===== config.mk =====
export PLATFORM = sky130hd
export DESIGN_NAME = tmem_bist
export DESIGN_NICKNAME = d
export VERILOG_FILES = /design/src/rtl/tmem_pkg.sv /design/src/rtl/tmem_array.sv /design/src/rtl/tmem_bist.sv
export SDC_FILE = /design/constraint.sdc
export NUM_CORES = 2
export LEC_CHECK = 0
export BUFFER_PORTS_ARGS = -buffer_cell sky130_fd_sc_hd__buf_2
export CORE_ASPECT_RATIO = 0.7
export CORE_UTILIZATION = 55
export DETAILED_ROUTE_END_ITERATION = 10
export HOLD_SLACK_MARGIN = 0.1
export PLACE_DENSITY_LB_ADDON = 0.25
export SLEW_MARGIN = 20
export SYNTH_ARGS = -nofsm -noshare
export SYNTH_HDL_FRONTEND = slang
export SYNTH_HIERARCHICAL = 1
export SYNTH_SLANG_ARGS = --single-unit
export TNS_END_PERCENT = 20

===== constraint.sdc =====
create_clock -name clk -period 5.3 [get_ports clk]
set_input_delay 0.265 -clock clk [delete_from_list [all_inputs] [get_ports clk]]
set_output_delay 0.265 -clock clk [all_outputs]
set_load 0.02 [all_outputs]

===== src/rtl/tmem_pkg.sv =====
// Shared types and constants for the tmem_bist test memory and its March C- engine.
package tmem_pkg;

    typedef enum logic [2:0] {
        ST_IDLE = 3'd0,
        ST_M0   = 3'd1,
        ST_M1   = 3'd2,
        ST_M2   = 3'd3,
        ST_M3   = 3'd4,
        ST_M4   = 3'd5,
        ST_M5   = 3'd6,
        ST_DONE = 3'd7
    } march_state_e;

    typedef enum logic [1:0] {
        PH_RD  = 2'd0,
        PH_WR  = 2'd1,
        PH_CMP = 2'd2
    } march_phase_e;

    // Background bit values; replicated across the word width by the engine.
    localparam logic BG_ZERO = 1'b0;
    localparam logic BG_ONE  = 1'b1;

    // Busy cycles of a fault-free march: M0 one cycle per word, M1..M5 two each.
    function automatic int march_len(input int addr_w);
        return 11 * (1 << addr_w);
    endfunction

endpackage


===== src/rtl/tmem_array.sv =====
// Single-port storage with read-first registered read. The functional and BIST
// sides share the one port; each side has its own read register so BIST reads
// never disturb the functional read_data. Optional stuck-at overlay on reads
// (TMEM_FAULT_INJECT_EN).
module tmem_array
    import tmem_pkg::*;
#(
    parameter int ADDR_W = 8,
    parameter int DATA_W = 8
) (
    input  logic                      clk,
    input  logic                      rst,
    input  logic                      bist_sel,
    input  logic                      f_we,
    input  logic                      f_re,
    input  logic [ADDR_W-1:0]         f_addr,
    input  logic [DATA_W-1:0]         f_wdata,
    input  logic                      b_we,
    input  logic                      b_re,
    input  logic [ADDR_W-1:0]         b_addr,
    input  logic [DATA_W-1:0]         b_wdata,
`ifdef TMEM_FAULT_INJECT_EN
    input  logic                      fi_en,
    input  logic [ADDR_W-1:0]         fi_addr,
    input  logic [$clog2(DATA_W)-1:0] fi_bit,
    input  logic                      fi_val,
`endif
    output logic [DATA_W-1:0]         f_rdata,
    output logic                      f_rvalid,
    output logic [DATA_W-1:0]         b_rdata
);

    localparam int DEPTH = 1 << ADDR_W;

    logic [DATA_W-1:0] mem_q [DEPTH];

    logic              we;
    logic [ADDR_W-1:0] a;
    logic [DATA_W-1:0] wd;
    logic [DATA_W-1:0] rd_word;

    logic [DATA_W-1:0] f_rdata_d, f_rdata_q;
    logic              f_rvalid_d, f_rvalid_q;
    logic [DATA_W-1:0] b_rdata_d, b_rdata_q;

    // Port mux and read word (with optional stuck-at overlay).
    always_comb begin
        we      = bist_sel ? b_we    : f_we;
        a       = bist_sel ? b_addr  : f_addr;
        wd      = bist_sel ? b_wdata : f_wdata;
        rd_word = mem_q[a];
`ifdef TMEM_FAULT_INJECT_EN
        if (fi_en && (a == fi_addr))
            rd_word[fi_bit] = fi_val;
`endif
    end

    // Storage write; the old word is sampled by the read registers on the same edge.
    always_ff @(posedge clk) begin
        if (we)
            mem_q[a] <= wd;
    end

    // Next values for the read registers.
    always_comb begin
        f_rdata_d  = (!bist_sel && f_re) ? rd_word : f_rdata_q;
        f_rvalid_d = !bist_sel && f_re;
        b_rdata_d  = (bist_sel && b_re) ? rd_word : b_rdata_q;
    end

    // Read registers.
    always_ff @(posedge clk or negedge rst) begin
        if (!rst) begin
            f_rdata_q  <= '0;
            f_rvalid_q <= 1'b0;
            b_rdata_q  <= '0;
        end else begin
            f_rdata_q  <= f_rdata_d;
            f_rvalid_q <= f_rvalid_d;
            b_rdata_q  <= b_rdata_d;
        end
    end

    assign f_rdata  = f_rdata_q;
    assign f_rvalid = f_rvalid_q;
    assign b_rdata  = b_rdata_q;

endmodule


===== src/rtl/tmem_bist.sv =====
// Test memory with integrated March C- self-test. Optional stuck-at fault
// injection ports are present when TMEM_FAULT_INJECT_EN is defined.
//
// state   | meaning
// IDLE    | no march since reset; functional port active
// M0      | up, write background 0 (1 cycle/word)
// M1      | up, read expect 0, write 1 (RD/WR)
// M2      | up, read expect 1, write 0 (RD/WR)
// M3      | down, read expect 0, write 1 (RD/WR)
// M4      | down, read expect 1, write 0 (RD/WR)
// M5      | up, read expect 0 (RD/CMP)
// DONE    | march finished; done/fail held until next start
module tmem_bist
    import tmem_pkg::*;
#(
    parameter int ADDR_W = 8,
    parameter int DATA_W = 8
) (
    input  logic                      clk,
    input  logic                      rst,
    input  logic                      write_en,
    input  logic                      read_en,
    input  logic [ADDR_W-1:0]         addr,
    input  logic [DATA_W-1:0]         write_data,
    output logic [DATA_W-1:0]         read_data,
    output logic                      read_valid,
    input  logic                      bist_start,
    output logic                      bist_busy,
    output logic                      bist_done,
    output logic                      bist_fail,
`ifdef TMEM_FAULT_INJECT_EN
    input  logic                      fi_en,
    input  logic [ADDR_W-1:0]         fi_addr,
    input  logic [$clog2(DATA_W)-1:0] fi_bit,
    input  logic                      fi_val,
`endif
    output logic [ADDR_W-1:0]         bist_fail_addr
);

    localparam logic [ADDR_W-1:0] ADDR_LAST = '1;
    localparam logic [ADDR_W-1:0] ADDR_ONE  = ADDR_W'(1);

    march_state_e      state_d, state_q;
    march_phase_e      phase_d, phase_q;
    logic [ADDR_W-1:0] addr_d, addr_q;
    logic              fail_d, fail_q;
    logic [ADDR_W-1:0] fail_addr_d, fail_addr_q;
    logic              done_d, done_q;

    logic              b_we, b_re;
    logic [DATA_W-1:0] b_wdata, b_rdata;

    logic              elem_up, exp_bit;
    march_state_e      next_elem;
    logic [ADDR_W-1:0] term_addr, next_start, addr_step;
    logic [DATA_W-1:0] exp_word;

    assign bist_busy = (state_q != ST_IDLE) && (state_q != ST_DONE);

    tmem_array #(.ADDR_W(ADDR_W), .DATA_W(DATA_W)) u_array (
        .clk      (clk),
        .rst      (rst),
        .bist_sel (bist_busy),
        .f_we     (write_en),
        .f_re     (read_en),
        .f_addr   (addr),
        .f_wdata  (write_data),
        .b_we     (b_we),
        .b_re     (b_re),
        .b_addr   (addr_q),
        .b_wdata  (b_wdata),
`ifdef TMEM_FAULT_INJECT_EN
        .fi_en    (fi_en),
        .fi_addr  (fi_addr),
        .fi_bit   (fi_bit),
        .fi_val   (fi_val),
`endif
        .f_rdata  (read_data),
        .f_rvalid (read_valid),
        .b_rdata  (b_rdata)
    );

    // Per-element direction, expected background and successor element.
    always_comb begin
        elem_up   = 1'b1;
        exp_bit   = BG_ZERO;
        next_elem = ST_DONE;
        unique case (state_q)
            ST_M1:   begin elem_up = 1'b1; exp_bit = BG_ZERO; next_elem = ST_M2; end
            ST_M2:   begin elem_up = 1'b1; exp_bit = BG_ONE;  next_elem = ST_M3; end
            ST_M3:   begin elem_up = 1'b0; exp_bit = BG_ZERO; next_elem = ST_M4; end
            ST_M4:   begin elem_up = 1'b0; exp_bit = BG_ONE;  next_elem = ST_M5; end
            ST_M5:   begin elem_up = 1'b1; exp_bit = BG_ZERO; next_elem = ST_DONE; end
            default: begin elem_up = 1'b1; exp_bit = BG_ZERO; next_elem = ST_M1; end
        endcase
        exp_word   = {DATA_W{exp_bit}};
        term_addr  = elem_up ? ADDR_LAST : '0;
        addr_step  = elem_up ? (addr_q + ADDR_ONE) : (addr_q - ADDR_ONE);
        next_start = ((next_elem == ST_M3) || (next_elem == ST_M4)) ? ADDR_LAST : '0;
    end

    // March sequencer: next state, address walk, flags and BIST array strobes.
    always_comb begin
        state_d     = state_q;
        phase_d     = phase_q;
        addr_d      = addr_q;
        fail_d      = fail_q;
        fail_addr_d = fail_addr_q;
        done_d      = done_q;
        b_we        = 1'b0;
        b_re        = 1'b0;
        b_wdata     = '0;
        unique case (state_q)
            ST_IDLE, ST_DONE: begin
                if (bist_start) begin
                    state_d     = ST_M0;
                    phase_d     = PH_RD;
                    addr_d      = '0;
                    fail_d      = 1'b0;
                    fail_addr_d = '0;
                    done_d      = 1'b0;
                end
            end
            ST_M0: begin
                b_we    = 1'b1;
                b_wdata = {DATA_W{BG_ZERO}};
                if (addr_q == ADDR_LAST) begin
                    state_d = ST_M1;
                    phase_d = PH_RD;
                    addr_d  = '0;
                end else begin
                    addr_d = addr_q + ADDR_ONE;
                end
            end
            ST_M1, ST_M2, ST_M3, ST_M4, ST_M5: begin
                if (phase_q == PH_RD) begin
                    b_re    = 1'b1;
                    phase_d = (state_q == ST_M5) ? PH_CMP : PH_WR;
                end else if (b_rdata != exp_word) begin
                    fail_d      = 1'b1;
                    fail_addr_d = addr_q;
                    done_d      = 1'b1;
                    state_d     = ST_DONE;
                end else begin
                    b_we    = (state_q != ST_M5);
                    b_wdata = ~exp_word;
                    phase_d = PH_RD;
                    if (addr_q == term_addr) begin
                        state_d = next_elem;
                        addr_d  = next_start;
                        done_d  = (next_elem == ST_DONE);
                    end else begin
                        addr_d = addr_step;
                    end
                end
            end
            default: state_d = ST_IDLE;
        endcase
    end

    // Sequencer registers.
    always_ff @(posedge clk or negedge rst) begin
        if (!rst) begin
            state_q     <= ST_IDLE;
            phase_q     <= PH_RD;
            addr_q      <= '0;
            fail_q      <= 1'b0;
            fail_addr_q <= '0;
            done_q      <= 1'b0;
        end else begin
            state_q     <= state_d;
            phase_q     <= phase_d;
            addr_q      <= addr_d;
            fail_q      <= fail_d;
            fail_addr_q <= fail_addr_d;
            done_q      <= done_d;
        end
    end

    assign bist_done      = done_q;
    assign bist_fail      = fail_q;
    assign bist_fail_addr = fail_addr_q;

endmodule


# Yosys cells after proc, flatten, opt, wreduce, memory -nomap -nowiden
# Memories as Yosys holds them, arrays and structs flattened.
# Index checks and enable logic that the tools add are counted.
# op_classes
addsub,2
eq_ne,22
mux,47
bitwise_logic,1
n_reduce_logical,18
# op_table
op,n
8-bit two-way mux,15
8-bit one-hot mux with 3 select lines,1
"3-bit equality test, second input constant",7
8-bit one-hot mux with 2 select lines,1
3-bit two-way mux,5
3-bit one-hot mux with 5 select lines,1
1-bit two-way mux,14
"3-bit != test, second input constant",4
4-bit AND reduction,3
2-bit two-way mux,5
"2-bit != test, second input constant",5
3-bit one-hot mux with 3 select lines,1
"8-bit by 1-bit adder with 8-bit output, second input constant",1
8-bit equality test,1
"8-bit equality test, second input constant",1
8-bit != test,1
8-bit inverter,1
"8-bit by 1-bit subtractor with 8-bit output, second input constant",1
"3-bit by 2-bit equality test with 1-bit output, second input constant",2
1-bit one-hot mux with 2 select lines,3
2-bit one-hot mux with 3 select lines,1
3-bit AND reduction,2
2-bit OR reduction,3
5-bit OR reduction,1
8 further kinds,10
# totals
register_bits,40
mem_bits_rw,2048
inputBits,21
output_inout_bits,20
word_cells,100
mem_count,1
# memory_table
memory,depth,width,read_ports,rd_ports_with_merged_regs,wr,line,source
u_array.mem_q,256,8,1,0,1,tmem_array.sv:35,logic [DATA_W-1:0] mem_q [DEPTH];

# Logic depth before layout (Yosys ltp)
# logic_depth
ltp_word,10
depth_mapped,13
ltp_nobuf,8

# Cells and area by module
# The synthesis kept the hierarchy.
# modules_own_cells
mod,instances,cells_per_inst,area_per_inst_um2,seq_area_each_um2
tmem_array,1,3741,79737.7,61924.4
tmem_bist,1,212,1829.3,575.6

# Worst setup path after synthesis
# No wires, ideal clock.
# synth_path
path_kind,flip-flop to flip-flop
start,register state_q[2]
end,memory u_array.mem_q[0][0] (data pin)
setup_ps,556
arrival_ps,4128
required_time_ps,4744
path_slack_ps,617
path_stages_with_launch,9
path_buffers,5
synth_period_minus_slack_ps,4683
path_cell_list,dfrtp_1 > buf_6 > and3_1 > a21oi_1 > buf_2 > buf_2 > buf_2 > buf_1 > mux2_2
# synth_via
elab_cells_between_ends,17
classes_between,eq/ne (7); mux (5); bitwise (1); reduce/logical (4)
# synth_rtl
element,line,source
start: declaration,tmem_bist.sv:43,"march_state_e state_d, state_q;"
start signal: assignment,tmem_bist.sv:171,state_q <= state_d;
3-bit != test or 3-bit nonzero test (tied branches),tmem_bist.sv:58,assign bist_busy = (state_q != ST_IDLE) && (state_q != ST_DONE);
1-bit logical AND (*),tmem_bist.sv:58,
named net bist_busy,tmem_bist.sv:28,"output logic bist_busy,"
8-bit two-way mux (*),tmem_array.sv:50,wd = bist_sel ? b_wdata : f_wdata;
named net u_array.wd[0],tmem_array.sv:39,logic [DATA_W-1:0] wd;
end: declaration,tmem_array.sv:35,
# Mark *: on every way through the listed nets, which the timed path passes. The rest lies on a longest branch.

# Worst setup path in the final report
# layout_path
start,register state_q[1]
end,register u_array.b_rdata_q[5] (netlist: u_array/b_rdata[5])
# layout_via
elab_chain_cells,4
elab_cells_between_ends,13
classes_between,eq/ne (6); mux (2); reduce/logical (4); memory (1)
# layout_lines
element,line,source
"3-bit != test, or another cell as far along",tmem_bist.sv:58,
1-bit logical AND or 5-bit OR reduction (tied branches),"tmem_bist.sv:58, tmem_bist.sv:113",
8-bit two-way mux or 1-bit two-way mux (tied branches),"tmem_array.sv:49, tmem_bist.sv:113",
memory read 256 x 8 bit or 1-bit logical AND (tied branches),-,
end signal: assignment,tmem_array.sv:80,b_rdata_q <= b_rdata_d;
end: declaration,tmem_array.sv:44,"logic [DATA_W-1:0] b_rdata_d, b_rdata_q;"
# Several ways; a longest one is shown, not always the timed one.
# A chain may end at the register's enable or synchronous reset.

==> summary.txt <==
Run
  – Max cap viols: 0

Cells and area
  – Synthesis-to-layout area growth: 12.6%
  – Layout Cells excl Fill: 6301
  – # fillers: 9694
  – Final instance area: 91900 sq um
  – Share of cells above drive strength 1: 0.259
  – Most common cell after layout, fill and taps aside: edfxtp_1
  – Final-stage net count: 4201
  – Commonest non-fill, non-tap cells in the layout: edfxtp_1 (2048), mux4_2 (513), o21ai_0 (264)

Power
  – Clock Power Share: 0.263
  – Leak Pwr: 28.4 nW
  – Max rail drop VDD: 661 uV
  – Design internal power: 34.2 mW
  – Pwr/cell area: 552 nW/um^2
  – Switch share: 0.326
  – Net load switching power: 16.6 mW
  – Sequential power share: 0.395
  – Logic pwr share: 0.341

STA
  – Final worst slack: 0.536 ns
  – Slew Viols, Final: 0
  – Final setup fails: 0
  – Slew HR: 0.259
  – Setup tns final: 0 ns
  – RSZ-0062 raised after global routing: no
  – Tcrit/Tclk final: 0.899
  – FMAX: 210 MHz
  – Slew @ Worst Pin: 1.11 ns
  – Final Skew: 0.0379 ns
  – Final Hold Fails: 0
  – Final worst path period need: 4.76 ns

Place
  – Dpl hpwl: 126000 microns
  – Place WS: 0.694 ns
  – Placed cell areas: 85800 sq um
  – Cells after DPL: 5945
  – Port bufs: 40
  – RD Place Congestion: 0.867

Floorplanning
  – Die Ht: 324 microns
  – FP Rows: 117
  – Ports: 41
  – Die ar.: 150000 sq um
  – Core area: 146000 sq um
  – Initial Utilization: 0.558
  – Die X: 462 microns

Synth
  – Area leader, netlist: edfxtp_1
  – Cell Area, Synth: 81600 sq um
  – Post-synth ARST share: 0.0192
  – Sequential element share of the synthesized area: 0.766
  – Synth top area share: 0.754
  – Post-synthesis register bit count: 2088
  – Post-Syn Nets: 3978
  – Syn_area_per_cell: 20.6 sq um
  – Yosys cell types: 73
  – Synth top area cells: edfxtp_1 (75%), mux4_2 (14%), o21ai_0 (1.6%)
  – Syn. warnings: 6
  – Number of enable flip-flop cells after synthesis: 2048
  – Most used DFF post-synth: edfxtp_1
  – Cells after synthesis: 3953

Critical path
  – CP delay by family, top: compound AO/OA/AOI/OAI gates
  – WP buf/inv: 1
  – Data required time of the critical path: 5.96 ns
  – CP startpoint kind: register
  – Arrival time of the worst setup path: 5.42 ns
  – Path type of the worst setup path: reg2reg
  – Cell Chain, Critical Path: nor2_1 -> a21oi_4 -> mux2_8 -> buf_12 -> mux4_2 -> a22oi_1 -> a41oi_1 -> a2111oi_2 -> a41oi_1
  – CP startpoint: state_q[1]
  – Critical Path Fanout Max: 44
  – CP max stage cell: a2111oi_2
  – Launching point of the worst reg2reg path: state_q[1]
  – CP Capture Type: register
  – Top cell by count, worst path: a41oi_1
  – Worst path max stage delay: 0.77 ns

Worst hold path
  – Hold Crit Class: in2reg
  – Hold_sp: write_data[5]

Clock tree
  – Sink Count: 2088
  – CTS clock-pin slew for the worst setup and hold paths: 0.06 ns
  – CTS buffer count: 187
  – H-tree Lvls: 4
  – Clock Path Buffers: 3
  – TritonCTS clock tree: yes
  – Clk_lat worst skew: 0.84 ns
  – Clk root buf: clkbuf_16

Detailed routing
  – Detailed Route Iter0 Violations: 6077
  – Post-Route WL: 207000 microns
  – Vias: 42.6k
  – Vias per cell: 6.76
  – Final ANT Viol Nets: 0
  – Drt drc: 0
  – Routed WL per cell: 32.8 microns
  – 1st-pass router iterations: 5

Global routing
  – GRT overflow: 0
  – Initial antenna violation count: 13
  – GRT Util Overall: 0.281
  – First-pass GRT wire length: 297000 microns
  – Largest net degree at the start of global routing: 112
  – Vias in the first global route: 41.1k

Run status
  – Status: finished, final reports clean
-- synthesized netlist by cell type, drive strengths merged, types with 9 or more instances --
library cell	instances
buf	94
clkbuf	172
nand3	14
a21oi	10
nor3	58
nand2	52
a22oi	133
nor4	24
o21ai	271
mux2	13
nor2	263
mux4	513
a41oi	104
a22o	9
dfrtp	40
inv	15
edfxtp	2048
nand4	13
-- flip-flops by register name (all words and copies together), names as in the netlist --
name              count
state_q               3
bist_fail             1
u_array/f_rvalid      1
u_array/mem_q      2048
addr_q                8
bist_done             1
u_array/b_rdata       8
u_array/f_rdata       8
bist_fail_addr        8
phase_q               2
-- area by class of cell --
cell class	count	area, sq um	share of cell area
antenna	6	15.0	0.000163
clock buffer	250	5130	0.0558
clock inverter	95	853	0.00929
inverter	15	56.3	0.000613
multi-input combinational	1584	18200	0.198
sequential	2088	62500	0.680
tap	1963	2460	0.0267
timing repair buffer	300	2690	0.0293
-- per-layer routing --
metal  share of wire  track usage  up-vias
met5         0.00043            0        -
met4           0.024       0.0718        8
met3            0.14        0.100      321
met2            0.43        0.392     2783
met1            0.40        0.424    22300
li1                -            -    17100
-- worst paths after layout --
| kind | to | cells after the start | slack (ns) |
|---|---|---|---|
| worst max-delay path | u_array/b_rdata[5] | 9 | 0.54 |
| worst min-delay path | u_array/mem_q[160][5] | 2 | 0.29 |
| worst max register to register | u_array/b_rdata[5] | 9 | 0.54 |
| worst min register to register | bist_fail | 1 | 0.47 |
| max in group asynchronous | u_array/b_rdata[3] | 3 | 4.36 |
| min in group asynchronous | bist_fail_addr[7] | 3 | 0.51 |
-- per-stage QoR --
step | util | total power, mW | hold WS (ns)
5_1_grt | 0.628 | 52.4 | 0.265
2_1_floorplan | - | 31.4 | -0.0306
3_5_place_dp | 0.587 | 37.5 | 0.460
4_1_cts | 0.628 | 50.8 | 0.148
6_report | 0.628 | 50.7 | 0.286
3_3_place_gp | 0.587 | 37.4 | 0.471
-- worst reg2reg max path: stages, from the launching register on --
cell and delay [ns]:
dfrtp_1 0.61, nor2_1 0.17, a21oi_4 0.29, mux2_8 0.57, buf_12 0.45, mux4_2 0.65, a22oi_1 0.42, a41oi_1 0.50
a2111oi_2 0.77, a41oi_1 0.20
-- power by group through the flow --
stage,combinational [mW],clock [mW],sequential [mW]
after global routing,18.1,14.2,20.1
after global placement,17.0,0,20.4
after detailed placement,17.2,0,20.4
after CTS,17.2,13.5,20.0
after floorplan,10.9,0,20.5
final,17.3,13.4,20.1
-- kinds of logic (layout without fill, tap and decap cells) --
family,Yosys count,after routing,share of synthesized area
AOI/OAI and AO/OA,585,585,0.0484
adders and majority gates,4,4,0.000614
muxes,532,532,0.144
and+or+nand+nor,458,458,0.0253
buffers and inverters,281,660,0.0148
DFF,2088,2088,0.766
xor gates and xnor gates,5,5,0.000537
other,0,6,0
-- what timing repair did --
item                                   in CTS  in global routing
resized for setup                           0                  0
endpoints found under the hold margin      83                 40
hold buffers                                4                  1
buffers inserted                            0                  0
Power figures use the tool's default switching activity.
